**src/rtl/sync_filter_edge.sv**
```systemverilog
// Per-bit level synchroniser with an optional stability filter
// and rise/fall pulse outputs for quasi-static async inputs.
module sync_filter_edge #(
   parameter int             N       = 8,
   parameter int             STAGES  = 2,
   parameter int             FILTER  = 0,
   parameter logic [N-1:0]   RST_VAL = '0
) (
   input  logic         clk,
   input  logic         rst,
   input  logic [N-1:0] data_in,
   output logic [N-1:0] data_out,
   output logic [N-1:0] rise_pulse,
   output logic [N-1:0] fall_pulse,
   output logic         any_change
);

   if (STAGES < 2 || STAGES > 4) begin : g_bad_stages
      $error("sync_filter_edge: STAGES must be 2..4");
   end

   if (FILTER < 0 || FILTER > 255) begin : g_bad_filter
      $error("sync_filter_edge: FILTER must be 0..255");
   end

   logic [STAGES-1:0][N-1:0] chain;
   logic [N-1:0]             sync_q;
   logic [N-1:0]             prev;

   always_ff @(posedge clk or negedge rst) begin
      if (!rst) begin
         chain <= {STAGES{RST_VAL}};
      end else begin
         chain <= {chain[STAGES-2:0], data_in};
      end
   end

   assign sync_q = chain[STAGES-1];

   if (FILTER == 0) begin : g_nofilt
      assign data_out = sync_q;
   end else begin : g_filt
      localparam int            CW   = $clog2(FILTER + 1);
      localparam logic [CW-1:0] LAST = CW'(FILTER - 1);

      logic [N-1:0] level;

      // One counter per channel; it only runs while the bit disagrees.
      for (genvar i = 0; i < N; i++) begin : g_bit
         logic [CW-1:0] cnt;

         always_ff @(posedge clk or negedge rst) begin
            if (!rst) begin
               level[i] <= RST_VAL[i];
               cnt      <= '0;
            end else if (sync_q[i] == level[i]) begin
               cnt      <= '0;
            end else if (cnt == LAST) begin
               level[i] <= sync_q[i];
               cnt      <= '0;
            end else begin
               cnt      <= cnt + 1'b1;
            end
         end
      end

      assign data_out = level;
   end

   always_ff @(posedge clk or negedge rst) begin
      if (!rst) begin
         prev <= RST_VAL;
      end else begin
         prev <= data_out;
      end
   end

   assign rise_pulse = data_out & ~prev;
   assign fall_pulse = ~data_out & prev;
   assign any_change = |(rise_pulse | fall_pulse);

endmodule
```
**config.mk**
```make
export PLATFORM = sky130hd
export DESIGN_NAME = sync_filter_edge
export DESIGN_NICKNAME = d
export VERILOG_FILES = /design/src/rtl/sync_filter_edge.sv
export SDC_FILE = /design/constraint.sdc
export NUM_CORES = 1
export LEC_CHECK = 0
export CAP_MARGIN = 20
export CORE_UTILIZATION = 55
export DETAILED_ROUTE_END_ITERATION = 6
export DONT_BUFFER_PORTS = 1
export MAX_ROUTING_LAYER = met4
export PLACE_DENSITY_LB_ADDON = 0.3
export SLEW_MARGIN = 10
export SYNTH_ARGS = -nofsm -noshare
export SYNTH_HDL_FRONTEND = slang
export SYNTH_SLANG_ARGS = --single-unit
```
**constraint.sdc**
```tcl
create_clock -name clk -period 2.3 [get_ports clk]
set_input_delay 0.46 -clock clk [delete_from_list [all_inputs] [get_ports clk]]
set_output_delay 0.46 -clock clk [all_outputs]
set_load 0.01 [all_outputs]
```
==> metrics.cfg <==
[status]
outcome=complete, but fails checks
violations=DRC

[power]
seq_power_share=0.642
switching_power_uw=160
p_sw_frac=0.223
power.total_uw=717
p_leak_uw=0.000524
clockPowerShare=0.293
power_density_nw_per_um2=746
pwr-share-comb=0.065
ir_worst_vdd_uv=500
p_int_uw=558

[setup_path]
critPathTopFamily=flip-flops
crit_path_top_delay_cell=dfrtp_1
startpoint_type=flop
cp_max_fo=4
worstPathCellList=inv_1 > ha_1 > nand4_1 > or2_1
critPathBufInv=1
crit_arrival_ns=1.46
required_ns=1.84
criticalPathCategory=flop to output pin
cp-end-kind=output pin
critical-path-max-stage-delay_ns=0.45

[sta]
worst_hold_slack_ns=0.169
fin_setup_tns_ns=0
fin_skew_ns=0.00429
worstMarginPinSlew_ns=0.265
fin_crit_sh=0.835
fmax_mhz=521
hold_viol=0
finalMaxSlewViolations=0
rsz0062_at_grt=no
setup_viol=0
slew_headroom=0.823
period_minus_slack_ns=1.92

[cts]
cts_setup_buffers=0
cts.path.max_buffers=2
path_clk_slew_ns=0.12
clk_latency_ns=0.30
clock_sinks=24
tritoncts=built
cts.repair.resized=0
cts_root_buf=clkbuf_4
numCtsBuffers=3
cts_max_level=1
ctsHoldBuffers=1

[logic_synthesis]
avgSynthCellArea_um2=14.0
synth-seq-cells=24
synth_top_cell_by_area=dfrtp_1
netlist.area_leader.share=0.639
synth_warnings=0
yosysSeqAreaShare=0.639
ys_types=6
synth_cells=67
ys_top_cells_by_area=dfrtp_1, ha_1, buf_4, inv_1, nand4_1
syn_area_um2=940
syn-num-nets=93

[final_layout]
layout-drive-gt1-share=0.0769
nFillCells=132
synthToLayoutAreaGrowth_pct=2.26
nNetsFinal=92
final_cell_count_no_fill=81
antenna_cells=0

[grt]
grt_pass1_wl_mm=1.65
grt_util_met1=0.157
grt_use_met3=0.0375
use_met2=0.194
grt-ovfl-total=0
grt_pass1_vias=425
grt-busiest-layer=met2
antenna_found_initial=0
grt_max_degree=25
track_usage=0.129

[detailed_routing]
wl_per_cell_um=12.4
ant_nets=0
drt-total-wl_mm=1.00
vias=398
drt_iter0_drc=8
drc_errors=6
via_per_inst=4.91
firstDrtPassIters=5

[place]
placed_cells=75
hpwl_um=756
place_congestion=0.589
port_buffers=0

[die]
die_w_um=43.3
core_um2=1560
rows=14
die-height_um=43.3
initial_core_util=0.603
die-area_um2=1880
ios=35

[min_path]
holdCritPathClass=input port to flop

[job]
drv_cap=0

## through the flow
stage / setup WS [ns] / area, um^2 / utilization
4_1_cts: 0.357 / 946 / 0.607
6_report: 0.380 / 961 / 0.616
2_1_floorplan: 0.843 / 940 / -
3_3_place_gp: 0.708 / 900 / 0.577
5_1_grt: 0.278 / 961 / 0.616
3_5_place_dp: 0.705 / 900 / 0.577
## cell usage after synthesis
library cell	n
inv_1	16
dfrtp_1	24
or2_1	1
buf_4	8
ha_1	16
nand4_1	2
## state kept, by name, indices dropped and copies added, names as in the netlist
signal and count:
chain 8, data_out 8, prev 8
## cells in the final DEF, fill, tap and decap left out, drive strengths merged
cell         instances
nand4                2
clkbuf               4
dlygate4sd3          1
or2                  1
ha                  16
inv                 16
buf                  1
dfrtp               24
## logic make-up after synthesis
kind of cell,share of synthesized area
simple gates,0.0200
buf+inv,0.128
fa+ha+maj,0.213
flops,0.639
## power groups by stage
stage	Sequential, uW	Clock, uW	Combinational [uW]
6_report	460	210	46.6
5_1_grt	464	233	54.2
4_1_cts	461	216	45.7
3_5_place_dp	470	0	36.1
3_3_place_gp	468	0	35.9
2_1_floorplan	461	0	45.1
## cell type report
cell class	instances	area (um^2)	share of cell area
clock buffers	4	36.3	0.0378
inverters	16	60.1	0.0625
multi-input cells	19	219	0.228
flip-flops and latches	24	601	0.625
well taps	16	20.0	0.0208
repair buffers	2	25.0	0.0260
## path summary, 6_finish.rpt
path / cells after the start / startpoint / to / slack (ns)
max: 4 / data_out[5]$_DFF_PN0_ / any_change / 0.38
min: 0 / data_in[6] / chain[6]$_DFF_PN0_ / 0.17
max reg2reg: 0 / data_out[1]$_DFF_PN0_ / prev[1]$_DFF_PN0_ / 1.70
min reg2reg: 0 / chain[3]$_DFF_PN0_ / data_out[3]$_DFF_PN0_ / 0.36
max in group asynchronous: 2 / rst / prev[3]$_DFF_PN0_ / 1.45
min in group asynchronous: 1 / rst / prev[6]$_DFF_PN0_ / 0.44
## routing by layer
layer,up-vias,wire length [um]
met5,-,0
met4,0,0
met3,0,73
met2,22,488
met1,190,442
li1,186,-
Note: power is estimated with default switching activity, not from simulation.
==> variant 1 (same flow settings) <==
Make the reset (`rst`) synchronous in 3 clocked blocks. Comments in the files are not updated.
--- a/src/rtl/sync_filter_edge.sv
+++ b/src/rtl/sync_filter_edge.sv
@@ -28,5 +28,5 @@
    logic [N-1:0]             prev;
 
-   always_ff @(posedge clk or negedge rst) begin
+   always_ff @(posedge clk) begin
       if (!rst) begin
          chain <= {STAGES{RST_VAL}};
@@ -50,5 +50,5 @@
          logic [CW-1:0] cnt;
 
-         always_ff @(posedge clk or negedge rst) begin
+         always_ff @(posedge clk) begin
             if (!rst) begin
                level[i] <= RST_VAL[i];
@@ -68,5 +68,5 @@
    end
 
-   always_ff @(posedge clk or negedge rst) begin
+   always_ff @(posedge clk) begin
       if (!rst) begin
          prev <= RST_VAL;
Behaviour: differs if rst is asserted again (counterexample within 4 cycles, from zero or initial values and one cycle with rst low); with rst held inactive, the same outputs for 10 cycles.
==> variant 1 against the unedited design <==
  * Total power down 2.8%
  * Sequential cell count unchanged
  * Sequential power decreased by 3%
  * Worst setup slack got worse by 0.053 ns
  * Synthesized cell count increased by 39%
  * Wire length increased by 12%
  * First-iteration DRC count shrank 88%
  * Cell area grew 2.9%
  * Count of clock-buffer cells in the layout unchanged
  * Via count up 24%
  * Synthesized area grew 6.8%
  * Critical path type unchanged
  * Largest power group unchanged
  * Highest routed layer is now met4
==> variant 1: results (changes against the unedited design) <==
Yosys:
- By area the synthesized netlist is led by sky130_fd_sc_hd__dfxtp_1, sky130_fd_sc_hd__ha_1, sky130_fd_sc_hd__and2_1.
- The sequential cell area fraction in the yosys report is 0.479 (-0.160).
- The net count of the mapped netlist came to 119 (+28%).
- The async set-reset flop share out of synthesis is 0 (-1.00).
- The adder-cell area share of the yosys netlist is 0.200 (-0.0135).
- The commonest cells after synthesis are sky130_fd_sc_hd__dfxtp_1, sky130_fd_sc_hd__ha_1, sky130_fd_sc_hd__inv_1, sky130_fd_sc_hd__and2_1, sky130_fd_sc_hd__and2_2.
- The distinct cell type count after synthesis came to 9 (+3).

Pwr:
- The reported net switching power is 0.147 mW (-7.9%).
- The worst voltage drop across the vdd grid was 0.000527 V (+5.5%).
- The static leakage is 0.432 nW (-18%).

Hold path:
- The path with the worst hold slack has its endpoint at chain[0].
- The hold path startpoint is data_in[0].

Run status:
- The run finished with clean final reports.

STA:
- The part of the cycle the worst path needs was 0.858 (+0.0230).
- The final worst hold slack is 0.267 ns (+0.0987 ns).
- The transition time of the tightest slew-check pin was 0.217 ns (-0.0476 ns).
- The setup skew after layout was 0.00142 ns (-0.00288 ns).

Global routing:
- The global-route wire length before repair is 1820 um (+10%).
- The number of global-route vias before repair is 433 (+1.9%).

Routing:
- The mean routed wirelength per cell came to 10.0 um (-19%).
- The detailed-router iteration count before antenna repair is 2 (-3).
- The number of vias in the routed layout is 494 (+24%).
- The iteration-0 DRC count of the detailed router is 1 (-7).

Placed design:
- The placed instance area was 952 um2 (+5.8%).
- The global placer's final weighted congestion came to 0.617 (+4.8%).
- The placed wire-length estimate was 840 um (+11%).
- The post-place setup slack is 0.650 ns (-0.0547 ns).

Critical path:
- The flop-to-flop setup slack is 1.64 ns (-0.06 ns).
- The path depth of the worst reg2reg path is 1 (+1).
- In this run the worst setup path begins at data_out[5].
- The endpoint of the worst register-to-register path is prev[1].
- The delay of the slowest cell on the worst path is 0.43 ns (-0.02 ns).
- The critical path data arrival time was 1.51 ns (+0.05 ns).

Layout:
- The layout net count came to 114 (+24%).
- The number of inserted filler cells in the final layout is 159 (+20%).

Clocking:
- The number of hold buffers added after CTS is 0 (-1).
[variant 1: changes by cell type after synthesis, sizes merged]
| cell | before | now |
|---|---|---|
| dfrtp | 24 | 0 |
| dfxtp | 0 | 24 |
| buf | 8 | 10 |
| and2 | 0 | 24 |
[variant 1: final cells by class]
class	instances	area [um2]	share of cell area
Tap cell	25	31.3	0.0316
Multi-Input combinational cell	43	380	0.385
Clock buffer	4	36.3	0.0367
Inverter	16	60.1	0.0608
Sequential cell	24	480	0.486
[variant 1: metal layers]
layer | track usage | wire length (um) | vias up
met3 | 0.0280 | 89 | 2
met2 | 0.206 | 521 | 20
met1 | 0.154 | 501 | 219
met4 | 0.109 | 9 | 0
met5 | - | 0 | -
li1 | - | - | 253
[variant 1: power groups by stage]
stage               registers (mW)  clock network, mW  logic, mW
detailed placement           0.454                  0     0.0410
CTS                          0.445              0.222     0.0414
floorplan                    0.448                  0     0.0518
global placement             0.453                  0     0.0405
finish                       0.444              0.213     0.0405
global route                 0.447              0.236     0.0474
==> variant 2 (same settings) <==
Made on the original files. `N`: 8 -> 16.
--- a/src/rtl/sync_filter_edge.sv
+++ b/src/rtl/sync_filter_edge.sv
@@ -2,5 +2,5 @@
 // and rise/fall pulse outputs for quasi-static async inputs.
 module sync_filter_edge #(
-   parameter int             N       = 8,
+   parameter int             N       = 16,
    parameter int             STAGES  = 2,
    parameter int             FILTER  = 0,
Ports: changed (resized data_in, data_out, fall_pulse and rise_pulse); port bits go from 35 to 67. The function was not compared with the original's and may differ.
==> variant 2 against the unedited design <==
  * First-iteration DRC count stayed put
  * Largest power group unchanged
  * Sequential cell count rose by 24
  * Cell count increased by 110%
  * Total power grew 99%
  * Clock power rose by 91%
  * Combinational power up 110%
  * Cell area grew 100%
  * Register-to-register slack about the same
  * Wire length grew 140%
  * Worst setup slack worse by 0.35 ns
  * Synthesized area is 99% higher
==> variant 2: results (changes against the unedited design) <==
Routing:
- The aggregate routed wire length is 2460 um (+140%).
- The number of vias per cell is 4.80 (-2.3%).
- The iteration-0 DRC count of the detailed router is 8 (unchanged).
- The remaining design rule violation count is 0 (-6).
- The detailed-router iteration count before antenna repair is 3 (-2).

STA:
- The worst max-slew margin expressed relative to the limit was 0.848 (+0.0253).
- The part of the cycle the worst path needs is 0.986 (+0.151).
- The setup skew after layout was 0.0133 ns (+0.00905 ns).

Clocking:
- The post-CTS setup buffer count came to 0 (unchanged).
- The clock root buffer master is sky130_fd_sc_hd__clkbuf_4.
- The number of clock buffers inserted by TritonCTS came to 5 (+2).
- The number of buffers between clock root and the deepest sink is 2 (unchanged).
- The latest clock arrival within the worst-skew pair was 0.35 ns (+0.05 ns).
- The clock-pin slew of the registers on the worst-case setup and hold paths came to 0.14 ns (+0.02 ns).
- The number of levels in the clock H-tree is 2 (+1).

Pwr:
- The worst voltage drop across the vdd grid is 0.000551 V (+10%).
- The static leakage was 1.02 nW (+94%).
- The internal portion of total power is 1.07 mW (+93%).

Placed design:
- The total of buffers placed on input and output ports is 0 (unchanged).
- The global placer's final weighted congestion is 0.726 (+23%).
- The placed wire-length estimate is 1820 um (+140%).

Run status:
- The flow ran to the end, and the final reports show no timing, DRC or antenna violations.

Yosys:
- The async set-reset flop share out of synthesis is 1.00 (unchanged).
- The compound-cell area share of the yosys netlist is 0 (unchanged).
- The xor/xnor share of the synthesized area is 0 (unchanged).
- The sequential cell area fraction in the yosys report is 0.641 (+0.00171).
- The dominant synthesized flop cell is sky130_fd_sc_hd__dfrtp_1.
- The adder-cell area share of the yosys netlist is 0.214 (+0.000569).
- Ranked by total cell area, the synthesized netlist is headed by sky130_fd_sc_hd__dfrtp_1, sky130_fd_sc_hd__ha_1, sky130_fd_sc_hd__buf_4.
- The number of synthesis warnings is 0 (unchanged).
- The commonest cells after synthesis are sky130_fd_sc_hd__dfrtp_1, sky130_fd_sc_hd__ha_1, sky130_fd_sc_hd__inv_1, sky130_fd_sc_hd__buf_4, sky130_fd_sc_hd__nand4_1.
- The post-synthesis mux area share is 0 (unchanged).
- The distinct cell type count after synthesis is 6 (unchanged).

Global routing:
- The global routing usage summed across all routing layers is 0.164 (+0.0345).
- The initial antenna violation count came to 0 (unchanged).
- The largest net degree at the start of global routing is 49 (+96%).
- The global-route wire length before repair was 3820 um (+130%).
- The number of global-route vias before repair came to 860 (+100%).

Critical path:
- The top cell family by delay on the critical path is simple AND/OR/NAND/NOR gates.
- The delay of the slowest cell on the worst path is 0.58 ns (+0.13 ns).
- On the critical path, the stage with the largest delay is an instance of sky130_fd_sc_hd__or4_4.
- The top fanout value on the critical path came to 4 (unchanged).

Layout:
- The number of inserted filler cells in the final layout is 255 (+93%).
- The count of antenna diodes in the layout was 0 (unchanged).
- The fraction of layout cells with a size suffix above 1 is 0.205 (+0.128).
- The layout net count is 176 (+91%).

Hold path:
- The type of the worst min-delay path is primary input to flip-flop.
==> variant 2: cells by family after synthesis <==
kind of cell               count (synthesis)
and+or+nand+nor                            5
adders and majority gates                 32
buffers and inverters                     48
DFF                                       48
==> variant 2: stage by stage <==
step                instances  worst slack [ns]  cell area (um2)  hold WS, ns
CTS                       171           -0.0267             1920       0.0904
global route              171           -0.0762             1940       0.0541
detailed placement        161             0.318             1810        0.165
global placement          161             0.369             1810        0.166
finish                    171            0.0327             1940        0.114
floorplan                 133             0.529             1870        0.164
==> variant 2: timing repair <==
| action | 4_1_cts | 5_1_grt |
|---|---|---|
| setup endpoints to repair | 1 | 1 |
| gates resized for setup | 3 | 14 |
| hold buffers | 2 | 0 |
| pin swaps | 0 | 3 |
| endpoints found under the hold margin | 48 | 0 |
==> variant 2: final cells by class <==
class / instances / share of cell area
clock buffer: 6 / 0.0264
clock inverter: 2 / 0.00772
inverter: 32 / 0.0618
multi-input combinational: 37 / 0.231
sequential: 48 / 0.625
tap: 44 / 0.0283
timing repair buffer: 2 / 0.0193
==> variant 2: final timing paths <==
kind	startpoint	to	slack, ns	depth (start not counted)
max	data_out[5]	any_change	0.03	4
min	data_in[1]	chain[1]	0.11	0
max reg2reg	data_out[15]	prev[15]	1.70	0
min reg2reg	chain[9]	data_out[9]	0.36	0
max in group asynchronous	rst	data_out[9]	1.48	2
min in group asynchronous	rst	chain[10]	0.58	2
==> variant 2: metal layers <==
layer / routed length [um] / global-route usage / part of all wire / up-vias
met3: 170 / 0.0981 / 0.069 / 4
met4: 29 / 0.0698 / 0.012 / 0
met1: 970 / 0.169 / 0.39 / 410
met5: 0 / - / 0 / -
li1: - / - / - / 369
met2: 1290 / 0.251 / 0.52 / 38
==> variant 2: power groups by stage <==
stage / Sequential [mW] / Clock (mW) / Combinational [mW]
2_1_floorplan: 0.923 / 0 / 0.0899
3_3_place_gp: 0.936 / 0 / 0.0732
3_5_place_dp: 0.940 / 0 / 0.0750
4_1_cts: 0.924 / 0.419 / 0.0995
5_1_grt: 0.932 / 0.460 / 0.115
6_report: 0.925 / 0.401 / 0.0980
